**src/rtl/pulse_buffer_writer_if.sv**
```systemverilog
// Pulse-event input and BRAM write port of the photon pulse buffer writer.
// The writer takes the slave side; the pulse source and BRAM take the master side.
interface pulse_buffer_writer_if #(
   parameter int ADDR_W = 12
);
   logic              pulse_valid;
   logic [8:0]        pulse_chan;
   logic [9:0]        pulse_ts;
   logic [11:0]       pulse_phase;
   logic              bram_we;
   logic [ADDR_W-1:0] bram_addr;
   logic [31:0]       bram_din;

   modport master (
      output pulse_valid, pulse_chan, pulse_ts, pulse_phase,
      input  bram_we, bram_addr, bram_din
   );

   modport slave (
      input  pulse_valid, pulse_chan, pulse_ts, pulse_phase,
      output bram_we, bram_addr, bram_din
   );
endinterface

```
**src/rtl/pulse_buffer_writer.sv**
```systemverilog
// Packs photon pulse events into 32-bit words and writes them into a ping-pong BRAM,
// inserting a frame header as the first word of every buffer half.
//
// state  | meaning
// ST_OFF | capture disabled, FIFO held empty, pointer frozen
// ST_HDR | header owed at wr_ptr (start of capture or start of a half)
// ST_RUN | draining the skid FIFO into the BRAM, one word per cycle
module pulse_buffer_writer #(
   parameter int ADDR_W     = 12,
   parameter int FIFO_DEPTH = 4,
   parameter int DROP_W     = 16
) (
   input  logic                 user_clk,
   input  logic                 user_rst_n,
   input  logic                 enable,
   pulse_buffer_writer_if.slave bus,
   output logic [31:0]          pulses_addr,
   output logic [DROP_W-1:0]    drop_count
);
   localparam int PTR_W = $clog2(FIFO_DEPTH);
   localparam logic [PTR_W:0] FIFO_FULL = (PTR_W+1)'(FIFO_DEPTH);

   typedef enum logic [1:0] {
      ST_OFF = 2'd0,
      ST_HDR = 2'd1,
      ST_RUN = 2'd2
   } state_t;

   state_t            state;
   logic [ADDR_W-1:0] wr_ptr;
   logic [27:0]       frame_cnt;
   logic [31:0]       fifo_mem [FIFO_DEPTH];
   logic [PTR_W-1:0]  rd_idx;
   logic [PTR_W-1:0]  wr_idx;
   logic [PTR_W:0]    fifo_cnt;

   logic              running;
   logic              fifo_empty;
   logic              fifo_full;
   logic              hdr_wr;
   logic              pop;
   logic              push;
   logic              drop;
   logic [ADDR_W-1:0] wr_ptr_nxt;
   logic [31:0]       in_word;

   function automatic logic [31:0] status_word(input logic en, input logic [ADDR_W-1:0] ptr);
      status_word             = '0;
      status_word[31]         = en;
      status_word[ADDR_W-1:0] = ptr;
   endfunction

   always_comb begin
      running    = enable && (state != ST_OFF);
      fifo_empty = (fifo_cnt == '0);
      fifo_full  = (fifo_cnt == FIFO_FULL);
      hdr_wr     = running && (state == ST_HDR);
      pop        = running && (state == ST_RUN) && !fifo_empty;
      // a pop in the same cycle frees a slot, so a full FIFO still accepts
      push       = running && bus.pulse_valid && (!fifo_full || pop);
      drop       = running && bus.pulse_valid && fifo_full && !pop;
      wr_ptr_nxt = wr_ptr + 1'b1;
      in_word    = {1'b0, bus.pulse_chan, bus.pulse_ts, bus.pulse_phase};
   end

   always_ff @(posedge user_clk) begin
      if (push) begin
         fifo_mem[wr_idx] <= in_word;
      end
   end

   always_ff @(posedge user_clk or negedge user_rst_n) begin
      if (!user_rst_n) begin
         state         <= ST_OFF;
         wr_ptr        <= '0;
         frame_cnt     <= '0;
         rd_idx        <= '0;
         wr_idx        <= '0;
         fifo_cnt      <= '0;
         bus.bram_we   <= 1'b0;
         bus.bram_addr <= '0;
         bus.bram_din  <= '0;
         pulses_addr   <= '0;
         drop_count    <= '0;
      end else begin
         bus.bram_we <= 1'b0;

         if (!enable) begin
            state       <= ST_OFF;
            rd_idx      <= '0;
            wr_idx      <= '0;
            fifo_cnt    <= '0;
            pulses_addr <= status_word(1'b0, wr_ptr);
         end else if (state == ST_OFF) begin
            // capture start: new buffer pass opens with frame 0 at address 0
            state       <= ST_HDR;
            wr_ptr      <= '0;
            frame_cnt   <= '0;
            rd_idx      <= '0;
            wr_idx      <= '0;
            fifo_cnt    <= '0;
            pulses_addr <= status_word(1'b1, '0);
         end else begin
            if (hdr_wr) begin
               bus.bram_we   <= 1'b1;
               bus.bram_addr <= wr_ptr;
               bus.bram_din  <= {1'b1, 3'b010, frame_cnt};
               frame_cnt     <= frame_cnt + 1'b1;
            end else if (pop) begin
               bus.bram_we   <= 1'b1;
               bus.bram_addr <= wr_ptr;
               bus.bram_din  <= fifo_mem[rd_idx];
               rd_idx        <= rd_idx + 1'b1;
            end

            if (hdr_wr || pop) begin
               wr_ptr      <= wr_ptr_nxt;
               pulses_addr <= status_word(1'b1, wr_ptr_nxt);
               state       <= (wr_ptr_nxt[ADDR_W-2:0] == '0) ? ST_HDR : ST_RUN;
            end else begin
               pulses_addr <= status_word(1'b1, wr_ptr);
            end

            if (push) begin
               wr_idx <= wr_idx + 1'b1;
            end

            case ({push, pop})
               2'b10:   fifo_cnt <= fifo_cnt + 1'b1;
               2'b01:   fifo_cnt <= fifo_cnt - 1'b1;
               default: fifo_cnt <= fifo_cnt;
            endcase

            if (drop && !(&drop_count)) begin
               drop_count <= drop_count + 1'b1;
            end
         end
      end
   end
endmodule

```
**src/flat_wrapper.sv**
```systemverilog
// flat-port wrapper written by rule: the top's interface ports become plain ports
module pulse_buffer_writer_flat 
#(
   parameter int ADDR_W     = 12,
   parameter int FIFO_DEPTH = 4,
   parameter int DROP_W     = 16
)
  (user_clk, user_rst_n, enable, pulses_addr, drop_count, bus_pulse_valid, bus_pulse_chan, bus_pulse_ts, bus_pulse_phase, bus_bram_we, bus_bram_addr, bus_bram_din);
  pulse_buffer_writer_if #(.ADDR_W(ADDR_W)) bus_i ();
  input  logic user_clk;
  input  logic user_rst_n;
  input  logic enable;
  output logic [31:0] pulses_addr;
  output logic [DROP_W-1:0] drop_count;
  input wire logic [$bits(bus_i.pulse_valid)-1:0] bus_pulse_valid;
  input wire logic [$bits(bus_i.pulse_chan)-1:0] bus_pulse_chan;
  input wire logic [$bits(bus_i.pulse_ts)-1:0] bus_pulse_ts;
  input wire logic [$bits(bus_i.pulse_phase)-1:0] bus_pulse_phase;
  output wire logic [$bits(bus_i.bram_we)-1:0] bus_bram_we;
  output wire logic [$bits(bus_i.bram_addr)-1:0] bus_bram_addr;
  output wire logic [$bits(bus_i.bram_din)-1:0] bus_bram_din;
  assign bus_i.pulse_valid = bus_pulse_valid;
  assign bus_i.pulse_chan = bus_pulse_chan;
  assign bus_i.pulse_ts = bus_pulse_ts;
  assign bus_i.pulse_phase = bus_pulse_phase;
  assign bus_bram_we = bus_i.bram_we;
  assign bus_bram_addr = bus_i.bram_addr;
  assign bus_bram_din = bus_i.bram_din;
  pulse_buffer_writer #(.ADDR_W(ADDR_W), .FIFO_DEPTH(FIFO_DEPTH), .DROP_W(DROP_W)) u_core (.user_clk(user_clk), .user_rst_n(user_rst_n), .enable(enable), .bus(bus_i), .pulses_addr(pulses_addr), .drop_count(drop_count));
endmodule
```
**config.mk**
```make
export PLATFORM = sky130hd
export DESIGN_NAME = pulse_buffer_writer_flat
export DESIGN_NICKNAME = d
export VERILOG_FILES = /design/src/rtl/pulse_buffer_writer_if.sv /design/src/rtl/pulse_buffer_writer.sv /design/src/flat_wrapper.sv
export SDC_FILE = /design/constraint.sdc
export NUM_CORES = 1
export LEC_CHECK = 0
export BUFFER_PORTS_ARGS = -buffer_cell sky130_fd_sc_hd__buf_4
export CORE_ASPECT_RATIO = 1.5
export CORE_MARGIN = 4
export CORE_UTILIZATION = 40
export CTS_BUF_LIST = sky130_fd_sc_hd__clkbuf_4 sky130_fd_sc_hd__clkbuf_8
export DETAILED_ROUTE_END_ITERATION = 6
export PLACE_DENSITY = 0.66
export RECOVER_POWER = 50
export SYNTH_ARGS = -nofsm -noshare
export SYNTH_HDL_FRONTEND = slang
export SYNTH_SLANG_ARGS = --single-unit
```
**constraint.sdc**
```tcl
create_clock -name user_clk -period 2.5 [get_ports user_clk]
set_clock_uncertainty 0.1 [all_clocks]
set_input_delay 0.125 -clock user_clk [delete_from_list [all_inputs] [get_ports user_clk]]
set_output_delay 0.125 -clock user_clk [all_outputs]
set_load 0.005 [all_outputs]
```
=== Word level (Yosys, flattened, before mapping) ===
Memories as Yosys holds them, arrays and structs flattened.
Index checks and enable logic that the tools add are counted.

* Input port bits: 35
* Memory bits (writable): 124
* Word-level logic and storage cells: 89
* Flip-flop bits (word level): 142
* Memories kept: 1
* Output and inout port bits: 93

{| class="wikitable"
|+ Memory list
! memory !! depth !! width !! rd ports !! clocked after Yosys merged registers in !! write ports !! RTL line !! RTL
|-
| u_core.fifo_mem || 4 || 31 || 1 || 0 || 1 || pulse_buffer_writer.sv:32 || <nowiki>logic [31:0] fifo_mem [FIFO_DEPTH];</nowiki>
|}

* Equal/unequal tests: 10
* Multiplexer cells: 31
* Add/subtract/negate cells: 7
* Reductions and logical operators: 28
* Bitwise operators: 1

{| class="wikitable"
|+ Operators with widths
! operator !! number
|-
| two-way mux 32 bit || 4
|-
| two-way mux 12 bit || 5
|-
| two-way mux 28 bit || 2
|-
| adder 28 x 1 -> 28 bit (second input constant) || 1
|-
| two-way mux 2 bit || 11
|-
| adder 16 x 1 -> 16 bit (second input constant) || 1
|-
| AND reduction 16 bit || 1
|-
| adder 12 x 1 -> 12 bit (second input constant) || 1
|-
| logical NOT 11 bit || 1
|-
| logical AND 1 bit || 9
|-
| inequality test 3 x 1 -> 1 bit (second input constant) || 3
|-
| nonzero test 2 bit || 4
|-
| two-way mux 1 bit || 6
|-
| two-way mux 3 bit || 2
|-
| case mux 3 bit (2 select lines) || 1
|-
| AND reduction 2 bit || 3
|-
| AND reduction 3 bit || 2
|-
| adder 2 x 1 -> 2 bit (second input constant) || 2
|-
| == test 2 x 1 -> 1 bit (second input constant) || 2
|-
| == test 2 bit (second input constant) || 2
|-
| logical NOT 1 bit || 4
|-
| inequality test 4 x 1 -> 1 bit (second input constant) || 1
|-
| adder 3 x 1 -> 3 bit (second input constant) || 1
|-
| == test 3 bit (second input constant) || 1
|-
| other kinds (6) || 7
|}

=== Longest topological paths before layout ===
Gate-level depths: netlist (run 1).

* Depth after elaboration: 10
* Gate-level depth with buffers: 10
* Gate-level depth less buffers: 8

=== Least setup slack after synthesis (run 1) ===
Ideal clock, no wire load.

* Path kind: flip-flop to flip-flop
* Start: register u_core.fifo_cnt[0]
* End: register u_core.fifo_cnt[2]
* Data required time: 2.268 ns
* Data arrival time: 2.301 ns
* Clock period less this slack: 2.533 ns
* Path buffers: 2
* Cell stages (with the launch flop): 11
* Setup time: 0.132 ns
* Path slack: -0.033 ns
* Cells stage by stage: dfrtp_1 -> nor3_1 -> nand2b_1 -> buf_2 -> buf_2 -> nor2_1 -> fa_1 -> or2_2 -> o22ai_1 -> xnor2_1 -> nor2_1

* Longest elaborated chain between the ends: 9
* Elaborated cells between the ends (all ways): 15
* Classes of those cells: add/sub: 2; eq/ne: 4; mux: 3; reduce/logical: 6

{| class="wikitable"
|+ RTL lines
! item !! RTL line !! RTL
|-
| start, declared || pulse_buffer_writer.sv:35 || <nowiki>logic [PTR_W:0] fifo_cnt;</nowiki>
|-
| start signal, assigned || pulse_buffer_writer.sv:129 || <nowiki>2'b10: fifo_cnt <= fifo_cnt + 1'b1;</nowiki>
|-
| start signal, assigned || pulse_buffer_writer.sv:130 || <nowiki>2'b01: fifo_cnt <= fifo_cnt - 1'b1;</nowiki>
|-
| start signal, assigned || pulse_buffer_writer.sv:131 || <nowiki>default: fifo_cnt <= fifo_cnt;</nowiki>
|-
| logical NOT 3 bit || pulse_buffer_writer.sv:55 || <nowiki>fifo_empty = (fifo_cnt == '0);</nowiki>
|-
| logical NOT 1 bit || pulse_buffer_writer.sv:58 || <nowiki>pop = running && (state == ST_RUN) && !fifo_empty;</nowiki>
|-
| logical AND 1 bit || pulse_buffer_writer.sv:58 ||
|-
| logical OR 1 bit || pulse_buffer_writer.sv:60 || <nowiki>push = running && bus.pulse_valid && (!fifo_full || pop);</nowiki>
|-
| logical AND 1 bit || pulse_buffer_writer.sv:60 ||
|-
| == test 2 x 1 -> 1 bit / == test 2 bit (equally long branches) || pulse_buffer_writer.sv:128 || <nowiki>case ({push, pop})</nowiki>
|-
| case mux 3 bit (2 select lines) || pulse_buffer_writer.sv:128 ||
|-
| two-way mux 3 bit || pulse_buffer_writer.sv:94 || <nowiki>end else if (state == ST_OFF) begin</nowiki>
|-
| two-way mux 3 bit || pulse_buffer_writer.sv:88 || <nowiki>if (!enable) begin</nowiki>
|}

Several ways; a longest one is shown, not always the timed one.
A chain may end at the register's enable or synchronous reset.

=== Worst setup path in the final report (run 1) ===
* Start: register u_core.wr_ptr[0]
* End: register u_core.state[0]

* Longest elaborated chain between the ends: 6

{| class="wikitable"
|+ RTL lines
! item !! RTL line !! RTL
|-
| start, declared || pulse_buffer_writer.sv:30 || <nowiki>logic [ADDR_W-1:0] wr_ptr;</nowiki>
|-
| start signal, assigned || pulse_buffer_writer.sv:117 || <nowiki>wr_ptr <= wr_ptr_nxt;</nowiki>
|-
| adder 12 x 1 -> 12 bit || pulse_buffer_writer.sv:62 || <nowiki>wr_ptr_nxt = wr_ptr + 1'b1;</nowiki>
|-
| logical NOT 11 bit || pulse_buffer_writer.sv:119 || <nowiki>state <= (wr_ptr_nxt[ADDR_W-2:0] == '0) ? ST_HDR : ST_RUN;</nowiki>
|-
| two-way mux 2 bit || pulse_buffer_writer.sv:119 ||
|-
| two-way mux 2 bit || pulse_buffer_writer.sv:116 || <nowiki>if (hdr_wr || pop) begin</nowiki>
|-
| two-way mux 2 bit || pulse_buffer_writer.sv:94 ||
|-
| two-way mux 2 bit || pulse_buffer_writer.sv:88 ||
|-
| end signal, assigned || pulse_buffer_writer.sv:119 ||
|-
| end, declared || pulse_buffer_writer.sv:29 || <nowiki>state_t state;</nowiki>
|}

Every way passes these cells. The select of a mux whose other input is x is not followed.

==> metrics, run 1 <==
status=finished, violations left; violated checks=capacitance limit, slew limit; H-tree levels=2; Synth Cell Area=0.01061 mm²; flops & latches, synth=247; Pwr Density=778.3 mW/mm²; Peak VDD IR=604.0 µV; CP delay by family, top=simple AND/OR/NAND/NOR gates; synth unique cells=60; slack of the critical path=0.1883 ns; WP buf/inv=0; CP cell instances=ha_1 -> nand4_1 -> nor3_1 -> xor2_1 -> a211o_1 -> o21ai_1; maxcap violations=1; Routability Congestion=0.7716; f_max=432.6 MHz; Tmin final=2.312 ns; fin. max-slew vios=64; vias in the first global route=7,035; ratio of cells with drive above 1 in the final layout=20.87%; crit path max fanout=9; Max stage delay cell, worst path=dfrtp_1; Int Pwr=7298 µW; I/O Pins=128; total track usage=15.59%; # DRC=0; CTS tree=done; Area contributors post-synth=edfxtp_1 (35%), dfrtp_1 (29%), mux4_2 (6.6%), nand2_1 (4.8%), nor2_1 (2.7%); DIE AREA=0.02926 mm²; top post-synthesis cells by count=nand2_1 (135), edfxtp_1 (124), dfrtp_1 (123), nor2_1 (75), o21ai_0 (33); Post-DP HPWL=15,100 µm; TritonCTS buffer count=37; DR vias/cell=5.169; register area share after synthesis=64.09%; final setup vio count=0; ys async rst share=49.80%; clock share of power=32.9%; EDFF count, synth=124; FF+latch area=0.006803 mm²; initial antenna violation count=1; Vias=6,978; Final Hold Fails=0; height of the die=207.5 µm; P_leak=0.005217 µW; final-layout fill cell count=2,324; Critical Path RT=2.83 ns; CP Capture Type=flip-flop; synth warn=0; CTS max path bufs=3; Largest stage delay, worst path=0.50 ns; synthesized instance count=827; crit path DAT=2.64 ns; setup bufs post-CTS=0; ys flop type=edfxtp_1; Sw Ratio=26.80%; Synth top area share=35.09%; RSZ-0062 raised after global routing=false; post-route ant nets=0; Core Region=0.02594 mm²; first-pass GRT wire length=37,290 µm; die width=141.0 µm; drt pass-1 iters=5; post-route setup TNS=0 ns; HP Class=primary input to flip-flop; Synth Area per Inst=12.83 µm²; DR WL/cell=16.78 µm; Area growth syn-to-layout=20.70%; CTS clk-pin slew, worst paths=0.06 ns; register share of total power=50.6%; Multi-input gate area=0.003501 mm²; Detailed Route WL=22,650 µm; largest net degree at the start of global routing=64; Clock Sinks=247; Port-buffer cells=108; later-pin clock latency in the skew report=0.53 ns; Setup CP Type=flip-flop to flip-flop; post-synth top area cell=edfxtp_1; DRT iter0 DRCs=337; Root Buffer=clkbuf_8; top-count cell post-synth=nand2_1; Worst-Margin Slew=1.604 ns; Initial Utilization=40.90%; fin nets=1,033; R2R Setup Slk=0.19 ns; period utilisation layout=92.47%; Worst Setup Start Kind=flip-flop; Core Rows=72; combinational share of power=16.5%; Rel. slew slack=-6.905%; dpl ws=0.08330 ns; Switch Pwr=2672 µW; gr ovfl total=0
-- registers in the layout, summed over array words and instances, names as in the netlist --
signal / flops
u_core.wr_idx: 2
u_core.bus.bram_din: 32
u_core.state: 2
u_core.bus.bram_addr: 12
u_core.fifo_mem: 124
u_core.pulses_addr: 13
u_core.drop_count: 16
u_core.rd_idx: 2
u_core.frame_cnt: 28
u_core.bus.bram_we: 1
u_core.fifo_cnt: 3
u_core.wr_ptr: 12
-- cells in the final DEF (no fill, tap or decap), types with 11 or more instances in the layout --
cell | synthesis | layout
a21oi_1 | 17 | 17
a31oi_1 | 27 | 27
buf_4 | 21 | 44
clkbuf_1 | 16 | 39
clkbuf_4 | 0 | 59
clkbuf_8 | 0 | 42
conb_1 | 1 | 19
dfrtp_1 | 123 | 122
dlygate4sd3_1 | 0 | 35
edfxtp_1 | 124 | 124
mux2i_1 | 16 | 16
mux4_2 | 31 | 31
nand2_1 | 135 | 134
nand3_1 | 22 | 22
nand4_1 | 11 | 11
nor2_1 | 75 | 74
o21ai_0 | 33 | 32
xnor2_1 | 11 | 11
xor2_1 | 15 | 15
-- worst paths after layout --
check                                        start                       to  cells after the start
max                               u_core.wr_ptr[0]          u_core.state[0]                      6
min                                         enable   u_core.pulses_addr[31]                      2
max reg2reg                       u_core.wr_ptr[0]          u_core.state[0]                      6
min reg2reg                u_core.bus.bram_addr[8]  u_core.bus.bram_addr[8]                      2
max in group asynchronous               user_rst_n         u_core.rd_idx[0]                      3
min in group asynchronous               user_rst_n    u_core.drop_count[10]                      3
-- power by group through the flow --
stage,Sequential [µW],Combinational (µW),Clock [µW]
6_report,5050,1640,3280
5_1_grt,5090,1840,3570
4_1_cts,5050,1750,3400
3_5_place_dp,5120,1700,0
3_3_place_gp,5130,1660,0
2_1_floorplan,5030,841,0
-- metrics by stage --
step                hold WS (ns)  util (%)  cell area [µm²]  total power [µW]  cells
floorplan                -0.2706         -            10690              5867    845
global placement        -0.09774     45.77            11870              6794   1248
detailed placement      -0.09277     45.77            11870              6822   1248
CTS                      0.08506     49.99            12970             10200   1349
global route              0.2800     49.37            12810             10490   1350
finish                    0.2848     49.37            12810              9970   1350
-- final cells by class --
class                   instances  area share [%]
multi-input cells             524           27.33
clock buffers                  60           5.567
flip-flops and latches        247           53.11
well taps                     333           3.253
inverters                      10          0.2930
repair buffers                169           10.19
clock inverters                 6          0.2442
diodes                          1         0.01954
-- cell families after synthesis --
logic type               count (synthesis)  share of synthesized area, %
flip-flops                             247                         64.09
buffers and inverters                   74                         3.655
adder cells (fa/ha/maj)                  9                         1.132
other                                    1                       0.03534
AO/OA/AOI/OAI                          117                         7.086
XOR/XNOR                                26                         2.146
AND/OR/NAND/NOR                        303                         13.45
multiplexers                            50                         8.406
-- what timing repair did --
item                                    CTS  global route
hold endpoints to repair                258             0
resized for setup                         0             1
hold buffers                             35             0
endpoints found under the setup margin    0            12
-- metal layers --
metal	up-vias	part of all wire, %	track usage, %
li1	3298	-	-
met1	3476	40	19.04
met2	166	53	27.91
met3	38	4.1	2.443
met4	0	2.8	5.283
met5	-	0	0
Note: power is estimated with default switching activity, not from simulation.
==> run 2, diff against run 1 <==
--- a/config.mk
+++ b/config.mk
@@ -8,10 +8,10 @@
 export BUFFER_PORTS_ARGS = -buffer_cell sky130_fd_sc_hd__buf_4
 export CORE_ASPECT_RATIO = 1.5
 export CORE_MARGIN = 4
-export CORE_UTILIZATION = 40
+export CORE_UTILIZATION = 54
 export CTS_BUF_LIST = sky130_fd_sc_hd__clkbuf_4 sky130_fd_sc_hd__clkbuf_8
 export DETAILED_ROUTE_END_ITERATION = 6
-export PLACE_DENSITY = 0.66
+export PLACE_DENSITY = 0.83
 export RECOVER_POWER = 50
 export SYNTH_ARGS = -nofsm -noshare
 export SYNTH_HDL_FRONTEND = slang
==> run 2 against run 1 <==
Against the previous run: the flow now finishes without violations; sequential power about the same; routed wire length decreased by 1.8%; global-route usage is 5.2 points higher; maximum frequency grew 3.5%; cell count is 6.3% lower; clock power fell by 4%; sequential cell count is the same; critical path depth rose by 2; core utilization is 16 points higher; combinational power about the same; critical path type unchanged; critical endpoint is now u_core.fifo_cnt[2].
==> metrics, run 2 (synthesis results as in run 1) <==
status=finished clean (was finished, violations left); final setup vio count=0 (unchanged); Setup CP Type=flip-flop to flip-flop (unchanged); Core Region=0.01924 mm² (was 0.02594 mm²); antenna cells=0 (was 1); gr ovfl total=0 (unchanged); Area growth syn-to-layout=18.58% (was 20.70%); DR vias/cell=5.576 (was 5.169); Detailed Route WL=22,240 µm (was 22,650 µm); Critical Path RT=2.80 ns (was 2.83 ns); drt pass-1 iters=5 (unchanged); post-route setup TNS=0 ns (unchanged); setup bufs post-CTS=0 (unchanged); reg2reg path depth=8 (was 6); DRT iter0 DRCs=615 (was 337); R2R Setup Slk=0.27 ns (was 0.19 ns); Clock Sinks=247 (unchanged); final-layout fill cell count=1,437 (was 2,324); HP Class=primary input to flip-flop (unchanged); first-pass GRT wire length=36,490 µm (was 37,290 µm); Worst Setup Start Kind=flip-flop (unchanged); vias in the first global route=7,159 (was 7,035); Final Hold Fails=0 (unchanged); fin area=0.01258 mm² (was 0.01281 mm²); Core Rows=62 (was 72); CTS max path bufs=3 (unchanged); Pwr Density=780.9 mW/mm² (was 778.3 mW/mm²); total track usage=20.74% (was 15.59%); post-route ant nets=0 (unchanged); crit path max fanout=4 (was 9); Tmin final=2.234 ns (was 2.312 ns); Initial Utilization=55.16% (was 40.90%); f_max=447.6 MHz (was 432.6 MHz); Reg-to-Reg Start=u_core.fifo_cnt[1] (was u_core.wr_ptr[0]); largest net degree at the start of global routing=58 (was 64); TritonCTS buffer count=36 (was 37); die width=122.5 µm (was 141.0 µm); Vias=7,054 (was 6,978); I/O Pins=128 (unchanged); placed cell areas=0.01170 mm² (was 0.01187 mm²); largest register by flop count=u_core.fifo_mem (unchanged); most frequent cells in the layout=nand2_1 (134), edfxtp_1 (124), dfrtp_1 (122), nor2_1 (75), clkbuf_4 (55) (was nand2_1 (134), edfxtp_1 (124), dfrtp_1 (122), nor2_1 (74), clkbuf_4 (59)); CTS tree=done (unchanged); RSZ-0062 raised after global routing=false (unchanged); Routability Congestion=0.7881 (was 0.7716); fin nets=1,030 (was 1,033); ratio of cells with drive above 1 in the final layout=20.32% (was 20.87%); Worst-Margin Slew=1.412 ns (was 1.604 ns); Root Buffer=clkbuf_8 (unchanged); max FFs per register=124 (unchanged); fin. max-slew vios=0 (was 64); later-pin clock latency in the skew report=0.53 ns (about the same); crit path DAT=2.54 ns (was 2.64 ns); DR WL/cell=17.58 µm (was 16.78 µm); CTS clk-pin slew, worst paths=0.06 ns (about the same); H-tree levels=2 (unchanged); DIE AREA=0.02201 mm² (was 0.02926 mm²); Port-buffer cells=108 (unchanged); Top Registers=u_core.fifo_mem x124, u_core.bus.bram_din x32, u_core.frame_cnt x28 (unchanged); P_leak=0.005167 µW (was 0.005217 µW); critical path startpoint=u_core.fifo_cnt[1] (was u_core.wr_ptr[0]); Rel. slew slack=5.856% (was -6.905%); CP Capture Type=flip-flop (unchanged); Post-DP HPWL=14,630 µm (was 15,100 µm); period utilisation layout=89.37% (was 92.47%); most common cell after layout, fill and taps aside=nand2_1 (unchanged); # DRC=0 (unchanged); initial antenna violation count=0 (was 1); maxcap violations=0 (was 1); height of the die=179.7 µm (was 207.5 µm); Worst Setup EP=u_core.fifo_cnt[2] (was u_core.state[0]); Peak VDD IR=533.2 µV (was 604.0 µV); Critical R2R Capture=u_core.fifo_cnt[2] (was u_core.state[0])
==> run 2: cell count changes in the layout (fill, tap and decap cells not counted), sizes merged <==
cell / before / now
buf: 52 / 48
clkbuf: 142 / 135
clkinv: 4 / 9
clkinvlp: 2 / 0
diode: 1 / 0
inv: 10 / 11
==> run 2: power by group <==
group	total, µW	switching [µW]	internal [µW]
clock	3140	1480	1650
combinational	1630	863	769
sequential	5060	358	4700
==> run 2: repair_timing <==
| item | in CTS | in global routing |
|---|---|---|
| resized for setup | 0 | 1 |
| hold buffers | 35 | 0 |
| hold endpoints to repair | 256 | 0 |
| endpoints found under the setup margin | 0 | 1 |
==> run 2: per-layer routing <==
layer | GRT usage (%) | vias to the layer above | routed length [µm]
li1 | - | 3283 | -
met1 | 25.48 | 3489 | 8503
met2 | 36.34 | 227 | 11950
met3 | 2.893 | 55 | 1006
met4 | 8.744 | 0 | 779
met5 | 0 | - | 0
==> run 2: how the worst min path moves through the flow <==
stage | start | to | slack [ns] | cells after the start
final | enable | u_core.pulses_addr[31] | 0.28 | 2
after global placement | user_rst_n | u_core.wr_idx[0] | -0.1 | 1
after detailed placement | user_rst_n | u_core.rd_idx[1] | -0.09 | 1
after CTS | user_rst_n | u_core.drop_count[1] | 0.07 | 3
after global routing | enable | u_core.pulses_addr[31] | 0.28 | 2
after floorplan | user_rst_n | u_core.bus.bram_addr[0] | -0.27 | 0
==> run 2: stage by stage <==
stage / worst slack [ns] / util, % / hold WS (ns) / cells / total power [µW]
final: 0.2657 / 65.41 / 0.2837 / 1265 / 9827
after CTS: 0.2591 / 66.27 / 0.06618 / 1265 / 10010
after detailed placement: 0.2784 / 60.82 / -0.09381 / 1169 / 6799
after global placement: 0.3619 / 60.82 / -0.09703 / 1169 / 6735
after floorplan: 0.05187 / - / -0.2706 / 845 / 5867
after global routing: 0.1150 / 65.41 / 0.2809 / 1265 / 10320
==> run 2: final cells by class <==
| class | instances | area, µm² | area share (%) |
|---|---|---|---|
| clock buffers | 51 | 639.4 | 5.081 |
| clock inverters | 10 | 58.81 | 0.4673 |
| inverters | 10 | 37.54 | 0.2983 |
| multi-input cells | 524 | 3503 | 27.84 |
| flip-flops and latches | 247 | 6803 | 54.06 |
| well taps | 256 | 320.3 | 2.545 |
| repair buffers | 167 | 1222 | 9.714 |
==> run 2: worst max-delay path: stages (launching register included) <==
cell,delay [ns]
dfrtp_1,0.43
nor3_2,0.32
nand2b_1,0.17
nor2_1,0.05
fa_1,0.37
or2_2,0.31
o22ai_1,0.17
xnor2_1,0.14
nor2_1,0.05
